[config.mk]
export PLATFORM = sky130hd
export DESIGN_NAME = regread_bypass_stage
export DESIGN_NICKNAME = d
export VERILOG_FILES = /design/src/rtl/regread_bypass_stage_pkg.sv /design/src/rtl/regread_bypass_stage_bypass_mux.sv /design/src/rtl/regread_bypass_stage.sv
export SDC_FILE = /design/constraint.sdc
export NUM_CORES = 2
export LEC_CHECK = 0
export CAP_MARGIN = 20
export CORE_AREA = 2 2 767 769
export DETAILED_ROUTE_END_ITERATION = 8
export DIE_AREA = 0 0 769 771
export MAX_ROUTING_LAYER = met4
export PLACE_DENSITY = 0.33
export SYNTH_ARGS = -nofsm -noshare
export SYNTH_HDL_FRONTEND = slang
export SYNTH_SLANG_ARGS = --single-unit
[constraint.sdc]
create_clock -name clk -period 3.1 [get_ports clk]
set_input_delay 0.62 -clock clk [delete_from_list [all_inputs] [get_ports clk]]
set_output_delay 0.62 -clock clk [all_outputs]
set_load 0.05 [all_outputs]
[src/rtl/regread_bypass_stage_pkg.sv]
// Shared sizing for the register-read stage and the 12R/6W register file.
package regread_bypass_stage_pkg;

    localparam int RB_SRAM_DEPTH    = 128;
    localparam int RB_SRAM_INDEX    = $clog2(RB_SRAM_DEPTH);
    localparam int RB_SRAM_WIDTH    = 32;
    localparam int RB_NUM_LANES     = 6;
    localparam int RB_NUM_WB        = 6;
    localparam int RB_PAYLOAD_WIDTH = 64;
    localparam int RB_CNT_W         = 32;

    // Saturating 32-bit add for the bypass statistics counter.
    function automatic logic [RB_CNT_W-1:0] sat_add(input logic [RB_CNT_W-1:0] a,
                                                    input logic [RB_CNT_W-1:0] b);
        logic [RB_CNT_W:0] s;
        s = {1'b0, a} + {1'b0, b};
        return s[RB_CNT_W] ? {RB_CNT_W{1'b1}} : s[RB_CNT_W-1:0];
    endfunction

endpackage

[src/rtl/regread_bypass_stage_bypass_mux.sv]
// Per-source operand select: same-cycle write data overrides register-file
// read data on a tag match; the highest-numbered matching write port wins,
// mirroring last-write-wins inside the register file.
module regread_bypass_stage_bypass_mux
    import regread_bypass_stage_pkg::*;
#(
    parameter int SRAM_INDEX = RB_SRAM_INDEX,
    parameter int SRAM_WIDTH = RB_SRAM_WIDTH,
    parameter int NUM_WB     = RB_NUM_WB
) (
    input  logic [SRAM_INDEX-1:0]        tag,
    input  logic [SRAM_WIDTH-1:0]        rd_data,
    input  logic [NUM_WB-1:0]            wb_we,
    input  logic [NUM_WB*SRAM_INDEX-1:0] wb_addr,
    input  logic [NUM_WB*SRAM_WIDTH-1:0] wb_data,
    output logic [SRAM_WIDTH-1:0]        data,
    output logic                         hit
);

    // Ascending scan so a later (higher) matching port overwrites earlier ones.
    always_comb begin
        data = rd_data;
        hit  = 1'b0;
        for (int w = 0; w < NUM_WB; w++) begin
            if (wb_we[w] && (wb_addr[w*SRAM_INDEX +: SRAM_INDEX] == tag)) begin
                data = wb_data[w*SRAM_WIDTH +: SRAM_WIDTH];
                hit  = 1'b1;
            end
        end
    end

endmodule

[src/rtl/regread_bypass_stage.sv]
// Register-read stage: drives register-file read addresses, applies
// write-port bypass, and latches operands + payload into a one-deep
// output register with stall/flush and a bypass-hit counter.
module regread_bypass_stage
    import regread_bypass_stage_pkg::*;
#(
    parameter int SRAM_INDEX    = RB_SRAM_INDEX,
    parameter int SRAM_WIDTH    = RB_SRAM_WIDTH,
    parameter int NUM_LANES     = RB_NUM_LANES,
    parameter int NUM_WB        = RB_NUM_WB,
    parameter int PAYLOAD_WIDTH = RB_PAYLOAD_WIDTH
) (
    input  logic                                 clk,
    input  logic                                 reset,
    input  logic                                 valid_i,
    output logic                                 ready_o,
    input  logic [NUM_LANES-1:0]                 lane_valid_i,
    input  logic [2*NUM_LANES*SRAM_INDEX-1:0]    src_tag_i,
    input  logic [NUM_LANES*PAYLOAD_WIDTH-1:0]   payload_i,
    output logic [2*NUM_LANES*SRAM_INDEX-1:0]    rd_addr_o,
    input  logic [2*NUM_LANES*SRAM_WIDTH-1:0]    rd_data_i,
    input  logic [NUM_WB-1:0]                    wb_we_i,
    input  logic [NUM_WB*SRAM_INDEX-1:0]         wb_addr_i,
    input  logic [NUM_WB*SRAM_WIDTH-1:0]         wb_data_i,
    input  logic                                 stall_i,
    input  logic                                 flush_i,
    output logic                                 valid_o,
    output logic [NUM_LANES-1:0]                 lane_valid_o,
    output logic [2*NUM_LANES*SRAM_WIDTH-1:0]    opnd_o,
    output logic [NUM_LANES*PAYLOAD_WIDTH-1:0]   payload_o,
    output logic [RB_CNT_W-1:0]                  bypass_cnt_o
);

    localparam int NUM_SRC = 2 * NUM_LANES;
    localparam int HC_W    = $clog2(NUM_SRC + 1);

    logic                              valid_q;
    logic [NUM_LANES-1:0]              lane_valid_q;
    logic [NUM_SRC*SRAM_WIDTH-1:0]     opnd_q;
    logic [NUM_LANES*PAYLOAD_WIDTH-1:0] payload_q;
    logic [RB_CNT_W-1:0]               bypass_cnt_q;

    logic [NUM_SRC*SRAM_WIDTH-1:0]     sel_data;
    logic [NUM_SRC-1:0]                hit;
    logic [HC_W-1:0]                   hit_cnt;
    logic                              accept;

    // Tags go straight to the register file; data comes back the same cycle.
    assign rd_addr_o = src_tag_i;

    assign ready_o = !valid_q || !stall_i;
    assign accept  = valid_i && ready_o && !flush_i;

    for (genvar j = 0; j < NUM_SRC; j++) begin : g_src
        regread_bypass_stage_bypass_mux #(
            .SRAM_INDEX(SRAM_INDEX),
            .SRAM_WIDTH(SRAM_WIDTH),
            .NUM_WB    (NUM_WB)
        ) u_mux (
            .tag    (src_tag_i[j*SRAM_INDEX +: SRAM_INDEX]),
            .rd_data(rd_data_i[j*SRAM_WIDTH +: SRAM_WIDTH]),
            .wb_we  (wb_we_i),
            .wb_addr(wb_addr_i),
            .wb_data(wb_data_i),
            .data   (sel_data[j*SRAM_WIDTH +: SRAM_WIDTH]),
            .hit    (hit[j])
        );
    end

    // Count bypassed sources belonging to occupied lanes only.
    always_comb begin
        hit_cnt = '0;
        for (int j = 0; j < NUM_SRC; j++) begin
            if (hit[j] && lane_valid_i[j/2]) hit_cnt = hit_cnt + HC_W'(1);
        end
    end

    // Output register: flush beats accept beats drain; stall holds contents frozen.
    always_ff @(posedge clk or negedge reset) begin
        if (!reset) begin
            valid_q      <= 1'b0;
            lane_valid_q <= '0;
            opnd_q       <= '0;
            payload_q    <= '0;
        end else if (flush_i) begin
            valid_q      <= 1'b0;
            lane_valid_q <= '0;
        end else if (accept) begin
            valid_q      <= 1'b1;
            lane_valid_q <= lane_valid_i;
            opnd_q       <= sel_data;
            payload_q    <= payload_i;
        end else if (!stall_i) begin
            valid_q      <= 1'b0;
        end
    end

    // Bypass statistics; survives flush, saturates rather than wrapping.
    always_ff @(posedge clk or negedge reset) begin
        if (!reset)      bypass_cnt_q <= '0;
        else if (accept) bypass_cnt_q <= sat_add(bypass_cnt_q, RB_CNT_W'(hit_cnt));
    end

    assign valid_o      = valid_q;
    assign lane_valid_o = lane_valid_q;
    assign opnd_o       = opnd_q;
    assign payload_o    = payload_q;
    assign bypass_cnt_o = bypass_cnt_q;

endmodule

# After elaboration in Yosys (flattened, before gate mapping)
# Index checks and enable logic that the tools add are counted.
[word_totals]
in_bits = 1103
register_bits = 807
output_inout_bits = 892
wordCells = 345
[op_classes]
n_mux = 162
n_addsub = 12
n_eq_ne = 73
bitwise_logic = 1
reduce_logical = 92
[op_table]
columns = ["op", "n"]
rows = [
  ["32-bit two-way mux", 73],
  ["7-bit == test", 72],
  ["1-bit logical AND", 86],
  ["1-bit two-way mux", 76],
  ["4-bit by 1-bit adder with 4-bit output, second input constant", 11],
  ["4-bit two-way mux", 11],
  ["32-bit by 4-bit adder with 33-bit output", 1],
  ["6-bit two-way mux", 2],
  ["1-bit logical NOT", 3],
  ["3-bit by 1-bit != test with 1-bit output, second input constant", 1],
  ["2-bit AND reduction", 1],
  ["2-bit nonzero test", 1],
  ["1-bit logical OR", 1],
  ["1-bit inverter", 1],
]

# Longest topological paths before layout
[logic_depth]
word_depth = 34
depth_mapped = 51

# By module
# From an unflattened synthesis, not the netlist that was laid out.
[unflattened]
hier_cells = 8786
area_unflattened_um2 = 63403.3
[by_module_without_submodules]
columns = ["module", "instances", "seq_area_each_um2", "cells_per_inst", "area_per_inst_um2"]
rows = [
  ["regread_bypass_stage", 1, 20194.4, 3698, 32338.5],
  ["regread_bypass_stage_bypass_mux", 12, 0.0, 424, 2588.7],
]

# Worst setup path before layout
# No wires, ideal clock.
[synth_path]
kind = "input to register"
from = "input src_tag_i[9]"
to = "register bypass_cnt_q[10] (netlist: bypass_cnt_o[10])"
slack_ps = -5975
n_path_buf = 5
stages = 49
t_arrival_ps = 9007
cell_sequence = "clkbuf_1 > xor2_1 > nor4_1 > nand4_1 > clkbuf_1 > clkbuf_1 > o21ai_0 > o41ai_1 > ha_1 > xnor2_1 > ha_1 > nand2_1 > a21oi_1 > a21oi_1 > and2_1 > xnor2_1 > mux2i_1 > ha_1 > [13 not listed] > a21oi_1 > a31oi_1 > ha_1 > inv_1 > nor2_1 > xnor2_1 > xnor2_1 > ha_1 > a21o_1 > a21oi_1 > nor2_1 > nand2_1 > nor3_1 > nand2b_1 > or2_2 > clkbuf_1 > clkbuf_1 > nand2_1"
[synth_between]
elab_chain_len = 32
[synth_rtl]
columns = ["element", "line", "source"]
rows = [
  ["start: declaration", "regread_bypass_stage.sv:18", "input logic [2*NUM_LANES*SRAM_INDEX-1:0] src_tag_i,"],
  ["7-bit == test", "regread_bypass_stage_bypass_mux.sv:25", "if (wb_we[w] && (wb_addr[w*SRAM_INDEX +: SRAM_INDEX] == tag)) begin"],
  ["1-bit logical AND", "regread_bypass_stage_bypass_mux.sv:25", ""],
  ["1-bit two-way mux (5 in series)", "regread_bypass_stage_bypass_mux.sv:25", ""],
  ["1-bit two-way mux *", "regread_bypass_stage_bypass_mux.sv:25", ""],
  ["1-bit logical AND *", "regread_bypass_stage.sv:74", "if (hit[j] && lane_valid_i[j/2]) hit_cnt = hit_cnt + HC_W'(1);"],
  ["4-bit two-way mux *", "regread_bypass_stage.sv:74", ""],
  ["4-bit by 1-bit adder with 4-bit output", "regread_bypass_stage.sv:74", ""],
  ["4-bit two-way mux *", "regread_bypass_stage.sv:74", ""],
  ["[12 not listed]", "n/a", ""],
  ["4-bit by 1-bit adder with 4-bit output", "regread_bypass_stage.sv:74", ""],
  ["4-bit two-way mux *", "regread_bypass_stage.sv:74", ""],
  ["4-bit by 1-bit adder with 4-bit output", "regread_bypass_stage.sv:74", ""],
  ["4-bit two-way mux *", "regread_bypass_stage.sv:74", ""],
  ["4-bit by 1-bit adder with 4-bit output", "regread_bypass_stage.sv:74", ""],
  ["4-bit two-way mux *", "regread_bypass_stage.sv:74", ""],
  ["32-bit by 4-bit adder with 33-bit output *", "regread_bypass_stage_pkg.sv:16", "s = {1'b0, a} + {1'b0, b};"],
  ["32-bit two-way mux *", "regread_bypass_stage_pkg.sv:17", "return s[RB_CNT_W] ? {RB_CNT_W{1'b1}} : s[RB_CNT_W-1:0];"],
  ["end signal: assignment", "regread_bypass_stage.sv:101", "else if (accept) bypass_cnt_q <= sat_add(bypass_cnt_q, RB_CNT_W'(hit_cnt));"],
  ["end: declaration", "regread_bypass_stage.sv:41", "logic [RB_CNT_W-1:0] bypass_cnt_q;"],
]
# Mark *: on every way between the ends. The rest lies on a longest branch, timed or not.
# A chain may end at the register's enable or synchronous reset.

# Final worst setup path
[layout_path]
from = "input src_tag_i[34]"
to = "register bypass_cnt_q[31] (netlist: bypass_cnt_o[31])"
[layout_between]
elab_chain_len = 26
[layout_rtl]
columns = ["element", "line"]
rows = [
  ["7-bit == test", "regread_bypass_stage_bypass_mux.sv:25"],
  ["1-bit logical AND", "regread_bypass_stage_bypass_mux.sv:25"],
  ["1-bit two-way mux (5 in series)", "regread_bypass_stage_bypass_mux.sv:25"],
  ["1-bit two-way mux *", "regread_bypass_stage_bypass_mux.sv:25"],
  ["1-bit logical AND *", "regread_bypass_stage.sv:74"],
  ["4-bit two-way mux *", "regread_bypass_stage.sv:74"],
  ["4-bit by 1-bit adder with 4-bit output", "regread_bypass_stage.sv:74"],
  ["4-bit two-way mux *", "regread_bypass_stage.sv:74"],
  ["[6 not listed]", "n/a"],
  ["4-bit by 1-bit adder with 4-bit output", "regread_bypass_stage.sv:74"],
  ["4-bit two-way mux *", "regread_bypass_stage.sv:74"],
  ["4-bit by 1-bit adder with 4-bit output", "regread_bypass_stage.sv:74"],
  ["4-bit two-way mux *", "regread_bypass_stage.sv:74"],
  ["4-bit by 1-bit adder with 4-bit output", "regread_bypass_stage.sv:74"],
  ["4-bit two-way mux *", "regread_bypass_stage.sv:74"],
  ["32-bit by 4-bit adder with 33-bit output *", "regread_bypass_stage_pkg.sv:16"],
  ["32-bit two-way mux *", "regread_bypass_stage_pkg.sv:17"],
]
# Marked as above.

==> flow_metrics.py <==
metrics = {
    "clock_tree": {
        "clockBufferDepth": 4,
        "cts_inserted_buffers": 118,
        "path_clk_slew_ns": 0.07,
        "ctsRootBufferMaster": "clkbuf_16",
        "htreeDepth": 3,
        "cts_tree": "yes",
        "clkLatencyLatePin_ns": 0.96,
        "cts.sinks": 807,
    },
    "finish": {
        "layout-drive-gt1-share_pct": 18.7,
        "stdcell_count": 18900,
        "fin_util_pct": 17.8,
        "nets": 11800,
        "syn_to_final_growth_pct": 73.2,
    },
    "yosys": {
        "yosysTopAreaCell": "dfrtp_1",
        "synth_edf_count": 0,
        "yosys-top-cells-area": "dfrtp_1 34%, nand2_1 12%, a211oi_1 8.8%",
        "ys.flop_type": "dfrtp_1",
        "synth_common_cells": "1920 x nand2_1, 929 x nor2_1, 846 x a21oi_1, 807 x dfrtp_1, 790 x clkbuf_1",
        "yosys.cell_types.count": 68,
        "yosys_warnings": 0,
        "synth_top_area_share_pct": 33.6,
        "synth.most_common_cell": "nand2_1",
        "synth_nets": 9399,
        "synthArstFlopShare_pct": 100,
        "synth.avg_cell_area_um2": 7.27,
        "synth-seq-cells": 807,
        "ys_seq_area_share_pct": 33.6,
        "synth.cell_area_mm2": 0.0602,
        "syn_inst": 8278,
    },
    "critical_path": {
        "cp_max_fo": 4,
        "cp_slowest_stage_delay_ns": 0.58,
        "critPathBufInv": 8,
        "r2r_start": "bypass_cnt_o[4]",
        "cp-start-kind": "input pin",
        "worstPathRequired_ns": 3.85,
        "cp_slowest_cell": "clkdlybuf4s50_1",
        "path_delay_family": "compound AO/OA/AOI/OAI gates",
        "critPathKind": "input pin to flip-flop",
        "cp.arrival_ns": 8.41,
        "startpoint": "src_tag_i[34]",
        "end_kind": "flip-flop",
    },
    "die": {
        "row_count": 281,
        "fp.dieW_um": 769,
        "initial_utilization_pct": 10.3,
        "dieArea_mm2": 0.593,
        "die_h_um": 771,
        "num_io_pins": 1995,
        "core-area_mm2": 0.584,
    },
    "worst_hold_path": {
        "hp-start": "payload_i[319]",
        "min_path_type": "input pin to flip-flop",
    },
    "pwr": {
        "irDropWorstVdd_mv": 0.420,
        "leakage_nw": 42.3,
        "powerDensity_mw_per_mm2": 471,
    },
    "timing": {
        "rsz0062_at_grt": "yes",
        "maxSlewHeadroom_pct": 33.2,
        "final_max_slew_viol_count": 0,
        "worst_pin_slew_ns": 0.999,
        "setup_viol": 146,
        "fin_ws_ns": -4.56,
        "finClkSkew_ns": 0.0923,
        "setup_tns_ns": -158.06,
        "min_period_ns": 7.66,
        "whs_ns": 0.237,
        "timing.final.crit_share_pct": 247,
        "hold_violations": 0,
        "fmax_ghz": 0.131,
    },
    "routing": {
        "num_vias": 75400,
        "dr.pass1.iters": 6,
        "final_antenna_net_count": 0,
        "drc": 0,
        "vias_per_cell": 4.00,
        "wirelength_um": 690000,
        "drt_iter0_markers": 6487,
        "avgRoutedWirePerCell_um": 36.6,
    },
    "global_routing": {
        "first_global_vias": 74800,
        "grt_pass1_wl_um": 860000,
        "antenna_found_initial": 335,
        "grt.overflow.total": 0,
        "grtUsageTotal_pct": 23.0,
        "grt_max_degree": 117,
    },
    "placed_design": {
        "dp_hpwl_um": 581000,
        "dp_slack_ns": -6.48,
        "portBuffers": 1994,
        "post-place-cells": 18300,
        "gp_congestion": 0.940,
    },
    "run_status": {
        "violations": "setup timing",
        "outcome": "complete, but fails checks",
    },
    "run": {
        "cap_viol_max_count": 0,
    },
}
==> cell type report <==
class                      count  area, µm²
fill                       66500     480000
clock inverter                42        504
inverter                      18       67.6
antenna                      299        748
tap                         7782       9740
timing repair buffer        3300      32800
multi-input combinational   6432      36700
sequential                   807      20200
clock buffer                 170       3480
==> report_power, final <==
group	total, W	internal [W]	switching, W
logic	0.0213	0.00689	0.0144
registers	0.0133	0.0121	0.00120
clock network	0.0145	0.00849	0.00598
total	0.0491	0.0275	0.0216
==> state kept, by name, summed over array words and instances, names as in the netlist <==
| register | cells |
|---|---|
| opnd_o | 384 |
| payload_o | 384 |
| lane_valid_o | 6 |
| bypass_cnt_o | 32 |
| valid_o | 1 |
==> metrics by stage <==
| step | area, µm² | power [W] |
|---|---|---|
| after floorplan | 60500 | 0.0229 |
| after global placement | 97800 | 0.0349 |
| after detailed placement | 97800 | 0.0349 |
| after CTS | 103000 | 0.0498 |
| after global routing | 104000 | 0.0509 |
| final | 104000 | 0.0491 |
==> cell usage in the layout (no fill, tap or decap), drive strengths merged, types with 5 or more instances in the layout <==
cell type      synthesis  routed
nand2               1920    1920
clkdlybuf4s50          0    1644
buf                  234    1585
nor2                 929     929
a21oi                846     846
dfrtp                807     807
o21ai                725     725
a211oi               706     706
mux2i                452     452
xnor2                353     353
diode                  0     299
xor2                 208     208
clkbuf               790     196
nand4                126     126
nor4                  34      34
dlygate4sd2            0      22
clkinv                 0      22
inv                   18      22
ha                    17      17
nand3                 16      16
dlymetal6s2s           0      11
clkdlybuf4s15          0      11
or2                    7      10
bufinv                 0       9
a22o                   7       7
clkinvlp               0       7
nor3                   6       6
o41ai                  6       6
and2                   6       6
o21a                   5       5
and3                   5       5
xnor3                  5       5
==> path summary, 6_finish.rpt <==
| path | end | slack [ns] | depth (start not counted) |
|---|---|---|---|
| min reg2reg | payload_o[320] | 0.47 | 2 |
| max | bypass_cnt_o[31] | -4.56 | 43 |
| max reg2reg | bypass_cnt_o[11] | 0.57 | 11 |
| min in group asynchronous | opnd_o[268] | 0.28 | 2 |
| min | payload_o[319] | 0.24 | 3 |
| max in group asynchronous | payload_o[273] | 1.67 | 3 |
==> repair_timing <==
item / 4_1_cts / 5_1_grt
hold buffers: 1 / 0
endpoints found under the setup margin: 373 / 328
pin swaps: 40 / 62
hold endpoints to repair: 12 / 0
gates cloned: 3 / 0
resized for setup: 252 / 226
buffers inserted: 34 / 30
==> worst register-to-register path, stage by stage (launching register included) <==
cell and delay [ns]:
dfrtp_1 0.48, and3_1 0.26, and3_1 0.23, nand3_1 0.11, nor2_1 0.19, and3_1 0.31, nand2_4 0.10, nor3_4 0.14
nand2b_1 0.14, buf_4 0.15, or2_4 0.29, nand2_1 0.08
==> layer usage <==
metal  global-route usage (%)  up-vias  part of all wire (%)
met3                     4.76     1134                   6.4
met5                        -        -                     0
met1                     22.8    37400                    35
met2                     42.2     3480                    52
li1                         -    33300                     -
met4                     12.0        0                   6.8
==> cells by family (layout without fill, tap and decap cells) <==
family / count (synthesis) / in the layout / share of synthesized area, %
buffers and inverters: 1042 / 3530 / 7.42
and+or+nand+nor: 3071 / 3074 / 20.1
AOI/OAI and AO/OA: 2319 / 2319 / 22.5
xor gates and xnor gates: 566 / 566 / 8.43
DFF: 807 / 807 / 33.6
muxes: 455 / 455 / 7.58
adders and majority gates: 18 / 18 / 0.387
other: 0 / 299 / 0
Power figures use the tool's default switching activity.
